[config.mk]
export PLATFORM = sky130hd
export DESIGN_NAME = store_buffer
export DESIGN_NICKNAME = d
export VERILOG_FILES = /design/src/rtl/store_buffer.sv
export SDC_FILE = /design/constraint.sdc
export NUM_CORES = 1
export LEC_CHECK = 0
export BUFFER_PORTS_ARGS = -buffer_cell sky130_fd_sc_hd__buf_2
export CORE_UTILIZATION = 50
export DETAILED_ROUTE_END_ITERATION = 8
export PLACE_DENSITY = 0.71
export SLEW_MARGIN = 20
export SYNTH_ARGS = -nofsm -noshare
export SYNTH_HDL_FRONTEND = slang
export SYNTH_SLANG_ARGS = --single-unit
[constraint.sdc]
create_clock -name i_clk -period 6.6 [get_ports i_clk]
set_input_delay 0.66 -clock i_clk [delete_from_list [all_inputs] [get_ports i_clk]]
set_output_delay 0.66 -clock i_clk [all_outputs]
set_load 0.01 [all_outputs]
[src/rtl/store_buffer.sv]
// Store buffer between the MEM stage and data memory. Stores are sized,
// aligned and lane-replicated on entry, queued in FIFO order, and written
// out one per cycle from the oldest entry. Loads that hit a resident word
// are flagged so the pipeline can stall. A flush blocks new stores until
// the queue has drained.
module store_buffer #(
    parameter int NBITS  = 32,
    parameter int TNBITS = 2,
    parameter int DEPTH  = 4
) (
    input  logic                       i_clk,
    input  logic                       i_reset,
    input  logic                       i_StoreValid,
    input  logic [NBITS-1:0]           i_Addr,
    input  logic [NBITS-1:0]           i_Dato,
    input  logic [TNBITS-1:0]          i_Tamano,
    output logic                       o_StoreReady,
    input  logic                       i_LoadValid,
    input  logic [NBITS-1:0]           i_LoadAddr,
    output logic                       o_LoadHazard,
    input  logic                       i_Flush,
    output logic                       o_FlushDone,
    output logic                       o_MemWrite,
    input  logic                       i_MemReady,
    output logic [NBITS-1:0]           o_MemAddr,
    output logic [NBITS-1:0]           o_MemDato,
    output logic [NBITS/8-1:0]         o_MemByteEn,
    output logic [$clog2(DEPTH):0]     o_Count,
    output logic                       o_Error
);
    localparam int BW = NBITS / 8;
    // DEPTH is a power of two (>= 2), so pointers wrap by natural overflow
    localparam int PW = (DEPTH > 1) ? $clog2(DEPTH) : 1;
    localparam int CW = $clog2(DEPTH) + 1;
    localparam logic [CW-1:0] FULL = CW'(DEPTH);

    localparam logic [TNBITS-1:0] SZ_SW = TNBITS'(0);
    localparam logic [TNBITS-1:0] SZ_SB = TNBITS'(1);
    localparam logic [TNBITS-1:0] SZ_SH = TNBITS'(2);

    typedef enum logic [1:0] {IDLE, DRAIN, FLUSH} state_t;

    typedef struct packed {
        logic [NBITS-1:0] addr;
        logic [NBITS-1:0] data;
        logic [BW-1:0]    be;
    } entry_t;

    state_t           state, state_nxt;
    entry_t           entries [DEPTH];
    entry_t           new_entry;
    logic [DEPTH-1:0] valid;
    logic [PW-1:0]    rd_ptr, wr_ptr;
    logic [CW-1:0]    count, count_nxt;
    logic             legal, push, pop, hit;
    logic             error_q, flush_done_q, flush_done_nxt;

    // Size/alignment check and formatting of the incoming store
    always_comb begin
        legal          = 1'b0;
        new_entry      = '0;
        new_entry.addr = {i_Addr[NBITS-1:2], 2'b00};
        case (i_Tamano)
            SZ_SW: begin
                legal          = (i_Addr[1:0] == 2'b00);
                new_entry.be   = '1;
                new_entry.data = i_Dato;
            end
            SZ_SH: begin
                legal          = (i_Addr[0] == 1'b0);
                new_entry.be   = BW'(4'b0011) << i_Addr[1:0];
                new_entry.data = {(NBITS/16){i_Dato[15:0]}};
            end
            SZ_SB: begin
                legal          = 1'b1;
                new_entry.be   = BW'(4'b0001) << i_Addr[1:0];
                new_entry.data = {(NBITS/8){i_Dato[7:0]}};
            end
            default: legal = 1'b0;
        endcase
    end

    // Readiness uses the cycle-start count, so a full buffer refuses a push
    // even when the head pops in the same cycle
    assign o_StoreReady = (count < FULL) && (state != FLUSH);
    assign push         = i_StoreValid && o_StoreReady && legal;
    assign o_MemWrite   = (count != '0);
    assign pop          = o_MemWrite && i_MemReady;
    assign count_nxt    = count + CW'(push) - CW'(pop);

    // Head entry drives memory; zero when nothing is queued
    assign o_MemAddr   = o_MemWrite ? entries[rd_ptr].addr : '0;
    assign o_MemDato   = o_MemWrite ? entries[rd_ptr].data : '0;
    assign o_MemByteEn = o_MemWrite ? entries[rd_ptr].be   : '0;
    assign o_Count     = count;
    assign o_Error     = error_q;
    assign o_FlushDone = flush_done_q;

    // Word-address match against every resident entry (popping one included)
    always_comb begin
        hit = 1'b0;
        for (int i = 0; i < DEPTH; i++) begin
            if (valid[i] && (entries[i].addr[NBITS-1:2] == i_LoadAddr[NBITS-1:2]))
                hit = 1'b1;
        end
    end

    assign o_LoadHazard = i_LoadValid && hit;

    // Next state; a flush on an already-empty buffer completes immediately
    always_comb begin
        state_nxt      = state;
        flush_done_nxt = 1'b0;
        case (state)
            IDLE:    if (push) state_nxt = DRAIN;
            DRAIN:   if (count_nxt == '0) state_nxt = IDLE;
            default: state_nxt = FLUSH;
        endcase
        if (i_Flush || state == FLUSH) begin
            if (count_nxt == '0) begin
                state_nxt      = IDLE;
                flush_done_nxt = 1'b1;
            end else begin
                state_nxt = FLUSH;
            end
        end
    end

    // Control state: pointers, occupancy, FSM and one-cycle pulses
    always_ff @(posedge i_clk) begin
        if (!i_reset) begin
            state        <= IDLE;
            rd_ptr       <= '0;
            wr_ptr       <= '0;
            count        <= '0;
            valid        <= '0;
            error_q      <= 1'b0;
            flush_done_q <= 1'b0;
        end else begin
            state        <= state_nxt;
            count        <= count_nxt;
            error_q      <= i_StoreValid && o_StoreReady && !legal;
            flush_done_q <= flush_done_nxt;
            if (pop) begin
                valid[rd_ptr] <= 1'b0;
                rd_ptr        <= rd_ptr + PW'(1);
            end
            if (push) begin
                valid[wr_ptr] <= 1'b1;
                wr_ptr        <= wr_ptr + PW'(1);
            end
        end
    end

    // Entry payload storage; occupancy is tracked by valid/count, so no reset
    always_ff @(posedge i_clk) begin
        if (push) entries[wr_ptr] <= new_entry;
    end

endmodule

==> Yosys cells after proc, flatten, opt, wreduce, memory -nomap -nowiden <==
Memory sizes are Yosys's and may differ from the RTL's. A register that Yosys moved wholly into a read port is not among the register bits.
Index checks and enable logic that the tools add are counted.
{ "classes": {"addsub": 4, "order_cmp": 5, "eq_ne": 11, "n_shift": 2, "mux": 26, "n_bitwise": 4, "n_reduce_logical": 21} }
{ "op_table": {"columns": ["cell", "n"], "rows": [
  ["30-bit equality test", 4],
  ["36-bit one-hot mux with 3 select lines", 1],
  ["32-bit 2-to-1 mux", 2],
  ["4-bit 2-to-1 mux", 4],
  ["1-bit logical AND", 12],
  ["2-bit 2-to-1 mux", 6],
  ["1-bit 2-to-1 mux", 9],
  ["2-bit logical NOT", 3],
  ["2-bit by 3-bit < comparator with 1-bit output, second input constant", 2],
  ["3-bit inequality test, second input constant", 2],
  ["2-bit by 1-bit adder with 2-bit output, second input constant", 2],
  ["4-bit bitwise AND", 1],
  ["1-bit demux with 2-bit select", 2],
  ["2-bit by 1-bit equality test with 1-bit output, second input constant", 2],
  ["2-bit equality test, second input constant", 2],
  ["2-bit by 1-bit >= comparator with 1-bit output, second input constant", 2],
  ["4-bit inverter", 1],
  ["4-bit bitwise OR", 1],
  ["2-bit one-hot mux with 2 select lines", 1],
  ["2-bit AND reduction", 2],
  ["1-bit by 2-bit << shifter with 4-bit output, first input constant", 1],
  ["2-bit by 2-bit << shifter with 4-bit output, first input constant", 1],
  ["3-bit by 1-bit adder with 3-bit output", 1],
  ["3-bit logical NOT", 1],
  ["other kinds (8)", 8]
]} }
{ "totals": {"reg_bits": 15, "mem_bits_rw": 264, "input_bits": 104, "wordCells": 81, "memories": 1} }
{ "memory_table": {"columns": ["memory", "depth", "width", "read_ports", "rd_clocked_by_memory_dff", "write_ports", "line", "source"], "rows": [
  ["entries", 4, 66, 5, 1, 1, "50", "entry_t entries [DEPTH];"]
]} }

==> Depth between registers and ports, before layout <==
{ "logic_depth": {"word_depth": 10, "depth_mapped": 13} }

==> Worst setup path before layout <==
No wires, ideal clock.
{ "synth_path": {"path_type": "in2reg", "from": "in i_Tamano[1]", "to": "mem entries[0][0] in the netlist's numbering, enable pin", "arrival_ps": 2853, "t_required_ps": 6168, "path_slack_ps": 3315, "path_stages": 5, "path_cell_list": "buf_6 -> inv_2 -> a21oi_1 -> o211a_2 -> and2_1"} }
{ "synth_via": {"elab_chain_len": 5} }
{ "synth_lines": {"columns": ["item", "line", "source"], "rows": [
  ["start: declaration", "16", "input logic [TNBITS-1:0] i_Tamano,"],
  ["2-bit by 1-bit equality test with 1-bit output (tied with other cells)", "63", "case (i_Tamano)"],
  ["1-bit one-hot mux with 3 select lines (*)", "63", null],
  ["1-bit logical AND (*)", "86", "assign push = i_StoreValid && o_StoreReady && legal;"],
  ["1-bit 2-to-1 mux (*)", "157", "if (push) entries[wr_ptr] <= new_entry;"],
  ["1-bit 2-to-1 mux (implied by the code) (*)", "157", null],
  ["end: declaration", "50", null]
]} }
Mark *: on every way between the ends. The rest lies on a longest branch, timed or not.

==> summary.txt <==
Yosys
  – Mapped Cells: 767
  – Top-count cell post-synth: edfxtp_1
  – Async set-or-reset flop fraction in the synthesized netlist: 0%
  – Synth top area cells: edfxtp_1, mux4_2, xnor2_1
  – Mapped Area: about 13000 µm²
  – Main synth FF type: edfxtp_1
  – Avg Cell Area, Syn: 16.5 µm²
  – Yosys top cell by area: edfxtp_1
  – Synth warn: 0
  – Number of flops mapped to enable cells by yosys: approximately 260
  – Top post-synthesis cells by count: edfxtp_1, and2_1, xnor2_1
  – Register bit total from synthesis: 281
  – Netlist cell types: 37
  – Yosys top cell area share: around 62%
  – Sequential area share after synthesis: about two thirds

Setup path
  – CP Data Required Time: 5.94 ns
  – Crit Path Max Fanout: 36
  – CP Capture Type: output pin
  – Setup crit end: o_MemDato[7]
  – Crit path DAT: between 3 and 4 ns
  – Worst reg2reg setup slack: about 3.3 ns
  – CP startpoint kind: flip-flop
  – RR Startpoint: o_Count[2]
  – Worst R2R End: state[1]
  – Reg2Reg Depth: 10
  – Kind of critical path: reg -> out

Placed design
  – Input/output buffers: 175
  – Routability cong.: approximately 0.86
  – HPWL Detailed: ~19 mm

Final layout
  – Multi-input gate area: between 4000 and 5000 µm²
  – Area grow syn2layout: 15.6%
  – Filler cells: ~1900
  – Sequential standard cell area: between 8000 and 9000 µm²
  – Final net count: between 1000 and 1500
  – Layout cell share with drive strength beyond 1: between 30% and 40%
  – Final cell utilization of the core: between 50 and 60%

Die
  – Core ar.: 24600 µm²
  – Die area: between 20000 and 30000 µm²
  – Die Span X: 161 µm
  – Cell row count: 57
  – Die height: about 160 µm
  – I/O pin cnt: 180
  – Initial Utilization: 51.6%

Run status
  – Status: finished, final reports clean

Timing
  – Worst Tran Pin Value: 1.09 ns
  – Fin. max-slew vios: 0
  – Final setup viols: 0
  – Tcrit/Tclk final: 55.6%
  – Clock skew: 0.0126 ns
  – Max Freq: 273 MHz
  – Setup_tns: 0 ns
  – Post-layout min period: around 3.7 ns
  – Slew headroom: 27.2%
  – Final Hold Viols: 0
  – RSZ-0062 raised after global routing: no

Global routing
  – Largest net degree at the start of global routing: just under 70
  – Initial antenna violation count: 3
  – Total global routing overflow: 0
  – GRT Overall Usage: 22.4%
  – Vias in the first global route: between 7000 and 8000
  – Global-route wire length before repair: 43.6 mm

Clock tree
  – Clock buffer depth: 3
  – CTS Hold Bufs: 0
  – H-Tree Depth: 1
  – Clk Latency, worst-skew pair: 0.54 ns
  – CTS sink cnt: 281
  – Root Buffer: clkbuf_16
  – CTS clk-pin slew, worst paths: around 0.06 ns
  – CTS resizes: 0
  – CTS tree: built
  – Total setup buffers inserted after CTS: 0
  – TritonCTS Buffers: 28

Detailed routing
  – Routed wire length: 28.7 mm
  – Final ANT Viol Nets: 0
  – Avg WL per Cell: 22.5 µm
  – 1st-pass router iterations: 5
  – Vias per inst: about 5.6
  – Drt initial violations: about 510
  – # DRC: 0
  – DR vias: 7141

Power and ir drop
  – Pwr dens: roughly 350 nW/µm²
  – Leak: between 5 and 6 nW
  – IR drop worst, VDD: 0.261 mV

Worst hold path
  – Hold Path Class: in -> reg

Job
  – Max-Cap Viols: 0
[flip-flops by register name, indices dropped and copies added, names as in the netlist, named ones only]
| signal | flops |
|---|---|
| o_Error | 1 |
| o_FlushDone | 1 |
| wr_ptr | 2 |
| o_Count | 3 |
| state | 2 |
| rd_ptr | 2 |
| entries | 264 |
| valid | 4 |
[layer usage]
layer | vias to the layer above | global-route usage [%] | wire (µm)
li1 | 3225 | - | -
met5 | - | 0 | 28
met1 | 3589 | 29.5 | 11300
met4 | 4 | 4.76 | 590
met3 | 49 | 4.57 | 2050
met2 | 274 | 38.7 | 14700
[where the power goes]
| part | internal, W | leakage, nW | switching (W) | total [W] |
|---|---|---|---|---|
| Clock | 0.000901 | 0.429 | 0.000646 | 0.00155 |
| Combinational | 0.000673 | 2.14 | 0.000719 | 0.00139 |
| Sequential | 0.00208 | 2.54 | 0.000113 | 0.00219 |
| Total | 0.00365 | 5.11 | 0.00148 | 0.00513 |
[how the worst min path moves through the flow]
stage          startpoint             end  slack, ns  depth (start not counted)
5_1_grt         i_Addr[2]  entries[3][36]       0.33                          1
3_5_place_dp     state[0]        state[0]       0.49                          1
3_3_place_gp     state[0]        state[0]       0.49                          1
4_1_cts         i_Addr[2]  entries[3][36]       0.32                          1
6_report        i_Addr[3]  entries[3][37]       0.34                          1
2_1_floorplan    state[0]        state[0]       0.46                          1
[metrics by stage]
stage | area (µm²) | hold slack (ns) | setup slack [ns] | total power (W) | instances
3_3_place_gp | 13800 | 0.485 | 3.01 | 0.00363 | 1222
3_5_place_dp | 13800 | 0.488 | 2.99 | 0.00365 | 1222
6_report | 14700 | 0.344 | 2.93 | 0.00513 | 1276
2_1_floorplan | 12700 | 0.457 | 3.31 | 0.00315 | 768
5_1_grt | 14700 | 0.329 | 2.68 | 0.00537 | 1274
4_1_cts | 14700 | 0.317 | 2.81 | 0.00519 | 1273
[cell type report]
type                       instances  share of cell area, %
clock buffer                      37                   5.29
timing repair buffer             178                   6.21
multi-input combinational        420                   28.0
antenna                            2                 0.0341
inverter                          20                  0.512
sequential                       281                   56.4
tap                              324                   2.76
clock inverter                    14                  0.844
[logic make-up after synthesis]
logic type                 Yosys count  synth area share, %
xor gates and xnor gates           125                 8.68
muxes                               83                 13.1
buffers and inverters               67                 2.60
DFF                                281                 65.1
adders and majority gates           12                 1.22
AOI/OAI and AO/OA                   47                 2.14
and+or+nand+nor                    151                 7.13
other                                1               0.0295
[cells in the final DEF (no fill, tap or decap), types with 2 or more instances in the layout]
cell type,netlist,final
a21boi_1,4,4
a21oi_1,3,3
and2_1,85,81
and2_4,0,4
buf_2,13,175
buf_4,2,2
bufinv_16,0,2
clkbuf_1,23,6
clkbuf_16,0,29
clkbuf_8,0,2
clkinv_1,0,6
clkinv_2,0,2
clkinvlp_4,0,3
conb_1,1,2
dfxtp_1,17,15
diode_2,0,2
edfxtp_1,264,264
ha_1,10,10
inv_1,19,19
mux2i_1,17,17
mux4_2,66,66
nand2_1,12,12
nand4_1,24,24
nor2_1,6,6
nor2b_1,3,3
nor4_1,16,16
o21a_1,4,4
o21ai_0,32,32
xnor2_1,80,80
xor2_1,44,44
[critical path: stages (launching register included)]
cell	delay, ns
dfxtp_4	0.81
buf_4	0.70
mux4_2	0.62
and2_1	0.18
buf_2	0.13
(Power assumes the default switching activity.)
